===== src/rtl/stream_demux_1_4.sv =====
`default_nettype none
// ============================================================================
// Module   : stream_demux_1_4
// Purpose  : 1-to-4 valid/ready stream demux with a one-entry register and a
//            wrapping delivered-word counter on each lane.
// Revision : 1.0 - initial release
// ============================================================================
module stream_demux_1_4 #(
  parameter int W  = 2,
  parameter int CW = 8
) (
  input  logic            clk,
  input  logic            reset,
  input  logic            in_valid,
  output logic            in_ready,
  input  logic [W-1:0]    in_data,
  input  logic [1:0]      in_sel,
  output logic [3:0]      out_valid,
  input  logic [3:0]      out_ready,
  output logic [4*W-1:0]  out_data,
  output logic [4*CW-1:0] out_cnt
);

  logic [3:0] r_full;
  logic       w_accept;

  // Acceptance looks only at the addressed lane; a stalled neighbour never blocks it.
  assign in_ready  = !r_full[in_sel] | out_ready[in_sel];
  assign w_accept  = in_valid & in_ready;
  assign out_valid = r_full;

  genvar gi;
  generate
    for (gi = 0; gi < 4; gi++) begin : g_lane
      logic          w_load;
      logic          w_drain;
      logic [W-1:0]  r_data;
      logic [CW-1:0] r_cnt;

      assign w_load  = w_accept && (in_sel == 2'(gi));
      assign w_drain = r_full[gi] & out_ready[gi];

      always_ff @(posedge clk or posedge reset) begin
        if (reset) begin
          r_full[gi] <= 1'b0;
          r_data     <= '0;
          r_cnt      <= '0;
        end else begin
          // Load-and-drain in the same edge keeps the lane full with no bubble.
          r_full[gi] <= w_load | (r_full[gi] & !w_drain);
          if (w_load)
            r_data <= in_data;
          if (w_drain)
            r_cnt <= r_cnt + 1'b1;
        end
      end

      assign out_data[gi*W +: W]  = r_data;
      assign out_cnt[gi*CW +: CW] = r_cnt;
    end
  endgenerate

endmodule
`default_nettype wire


===== config.mk =====
export PLATFORM = sky130hd
export DESIGN_NAME = stream_demux_1_4
export DESIGN_NICKNAME = d
export VERILOG_FILES = /design/src/rtl/stream_demux_1_4.sv
export SDC_FILE = /design/constraint.sdc
export NUM_CORES = 1
export LEC_CHECK = 0
export BUFFER_PORTS_ARGS = -buffer_cell sky130_fd_sc_hd__buf_2
export CELL_PAD_IN_SITES_DETAIL_PLACEMENT = 1
export CELL_PAD_IN_SITES_GLOBAL_PLACEMENT = 1
export CORE_UTILIZATION = 40
export CTS_CLUSTER_DIAMETER = 200
export CTS_CLUSTER_SIZE = 24
export DETAILED_ROUTE_END_ITERATION = 12
export MAX_ROUTING_LAYER = met4
export PLACE_DENSITY_LB_ADDON = 0.25
export SYNTH_ARGS = -nofsm -noshare
export SYNTH_HDL_FRONTEND = slang
export SYNTH_SLANG_ARGS = --single-unit
export TNS_END_PERCENT = 5

===== constraint.sdc =====
create_clock -name clk -period 1.4 [get_ports clk]
set_input_delay 0.07 -clock clk [delete_from_list [all_inputs] [get_ports clk]]
set_output_delay 0.07 -clock clk [all_outputs]
set_load 0.05 [all_outputs]

==> results.toml <==
[status]
run_status = "finished, violations left"
violations = "DRC, setup timing"

[detailed_routing]
routed_wl_microns = 4200
ant_nets = 0
via_count = 1381
avgViaCountPerCell = 5.04
drcViolationCount = 5
firstDrtPassIters = 8
drt_iter0_drc = 69
wl_per_cell_microns = 15.3

[sta]
timing.final.ws_setup_ps = -63.8
tns_ps = -63.8
fmax_mhz = 683
period_share = 1.05
hold_violations = 0
max_slew_margin = 0.623
slew_viol_final = 0
fin_worst_skew_ps = 4.30
min_period_ps = 1460
worst_pin_slew_ps = 565
finalSetupViolCount = 1
rsz0062_at_grt = "yes"

[logic_synthesis]
synth_largest_area_cell = "dfrtp_1"
synth_cell_type_count = 23
synth_xor_area_frac = 0.130
yosys-top-cells-count = "dfrtp_1, nand2_1, xnor2_1"
synth-seq-area-share = 0.585
synth_most_common_cell = "dfrtp_1"
muxShareOfSynthArea = 0.0838
yosysWarnings = 0
synthAdderAreaFrac = 0.0266
synth-simple-area-share = 0.170
async_reset_ff_frac = 1.00
ys.flop_type = "dfrtp_1"
synth_edf_count = 0
synthTopCellsByArea = "dfrtp_1, xnor2_1, mux2_2, nand2_1, xor2_1"
netlist_area_sq_um = 1880
synth-seq-cells = 44
synth_fp_nets = 164
syn_area_per_cell_sq_um = 12.6
synth.top_cell.area_share = 0.585
synth_top_family_by_area = "simple AND/OR/NAND/NOR gates"
syn_inst = 149
synth_compound_area_frac = 0.00266

[die]
die_x_microns = 70.6
die_h_microns = 70.6
initial_core_util = 0.423
row_count = 24
die_area_sq_um = 4980
core_area_sq_um = 4440
ios = 56

[finish]
area_growth_pct = 28.3
drive_above_1_share = 0.432
finalNonFillerCells = 274
final_nets = 237
antenna_cells = 0

[min_path]
hp-class = "input port to register"

[worst_setup_path]
cp_top_family = "multiplexers"
cp.arrival_ps = 1390
path_cells = "nand2b_4 > mux4_2 > buf_8"
critical_path.max_fanout = 2
slowest_stage = "mux4_2"
crit_buf_inv = 1
crit_required_ps = 1330
path_class = "register to primary output"
cpPeakStageDelay_ps = 480
cp-end-kind = "primary output"
start_kind = "register"

[clock_network]
clk_latency_ps = 290
cts_made_buffers = 5
clockRootBuffer = "clkbuf_8"
cts_buffer_depth = 2
clkTransAtPathRegs_ps = 80
cts_sinks = 44
cts_tree = "yes"
cts.htree.levels = 2

[global_route]
grt_overflow_total = 0
grt_util_all_layers = 0.190
first_global_vias = 1476
grt_max_degree = 45
grt_pass1_wl_microns = 7000
grt_antenna_before_repair = 0

[flow_run]
max_cap_viol_count = 0

[placement]
routabilityCongestion = 0.773
dp_hpwl_microns = 3120
portBuffers = 55
place_ws_ps = 114
dp.cells = 257

[pwr]
leakage_uw = 0.00124
vdd_drop_max_v = 0.00108
power.density_nw_per_um2 = 1930
-- path summary, 6_finish.rpt --
path                                    startpoint                  end  slack (ps)  cells past startpoint
worst max register to register        out_valid[1]  g_lane[1].r_data[0]          90                      4
worst min register to register  g_lane[1].r_cnt[7]   g_lane[1].r_cnt[7]         470                      1
min in group asynchronous                    reset   g_lane[3].r_cnt[1]         450                      4
worst min-delay path                    in_data[1]  g_lane[3].r_data[1]          60                      2
worst max-delay path                  out_valid[1]             in_ready         -60                      3
max in group asynchronous                    reset         out_valid[0]         530                      4
-- through the flow --
stage               hold slack (ps)  total power [uW]  utilization  cell area (sq um)
finish                         58.9              4650        0.543               2410
global route                   52.9              4890        0.543               2410
CTS                            56.8              4680        0.538               2390
detailed placement              242              3900        0.503               2230
global placement                227              3790        0.503               2230
floorplan                       174              3360            -               1890
-- flip-flops by register name, summed over array words and instances, names as in the netlist --
name	count
g_lane.r_cnt	32
g_lane.r_data	8
out_valid	4
-- logic make-up (layout without fill, tap and decap cells) --
logic type | after synthesis | after routing
compound gates | 1 | 1
xor+xnor | 28 | 28
fa+ha+maj | 4 | 4
buf+inv | 1 | 74
flops | 44 | 44
mux | 13 | 13
simple gates | 58 | 58
-- repair_timing --
action | in CTS | in global routing
hold endpoints to repair | 44 | 0
endpoints found under the setup margin | 1 | 1
buffers inserted | 6 | 3
cloned | 0 | 0
resized for setup | 5 | 0
hold buffers | 1 | 0
-- area by class of cell --
| class | count | area, sq um |
|---|---|---|
| Clock buffer | 7 | 76.3 |
| Fill cell | 507 | 2030 |
| Inverter | 1 | 3.75 |
| Multi-Input combinational cell | 104 | 792 |
| Sequential cell | 44 | 1110 |
| Tap cell | 52 | 65.1 |
| Timing Repair Buffer | 66 | 370 |
-- power by group --
group          switching, uW  leakage (uW)  internal [uW]
Clock                    406     0.0000383            344
Sequential               313      0.000561           1580
Combinational           1470      0.000638            541
-- layer usage --
metal,track usage,part of all wire,vias up
met4,0.0733,0.013,0
met1,0.225,0.42,689
met2,0.319,0.52,34
li1,-,-,653
met5,-,0,-
met3,0.0399,0.041,5
-- placed cells by master (no fill, tap or decap), types with 2 or more instances in the layout --
master / count
buf_2: 54
dfrtp_1: 40
nand2_1: 25
xnor2_1: 20
mux2_2: 12
buf_4: 10
xor2_1: 8
nand4_1: 5
clkbuf_8: 5
nand3_1: 4
nor2_1: 4
and3_1: 4
ha_1: 4
dfrtp_2: 4
and4_1: 3
nor3_1: 3
nand2b_4: 3
clkbuf_1: 2
Power figures use the tool's default switching activity.
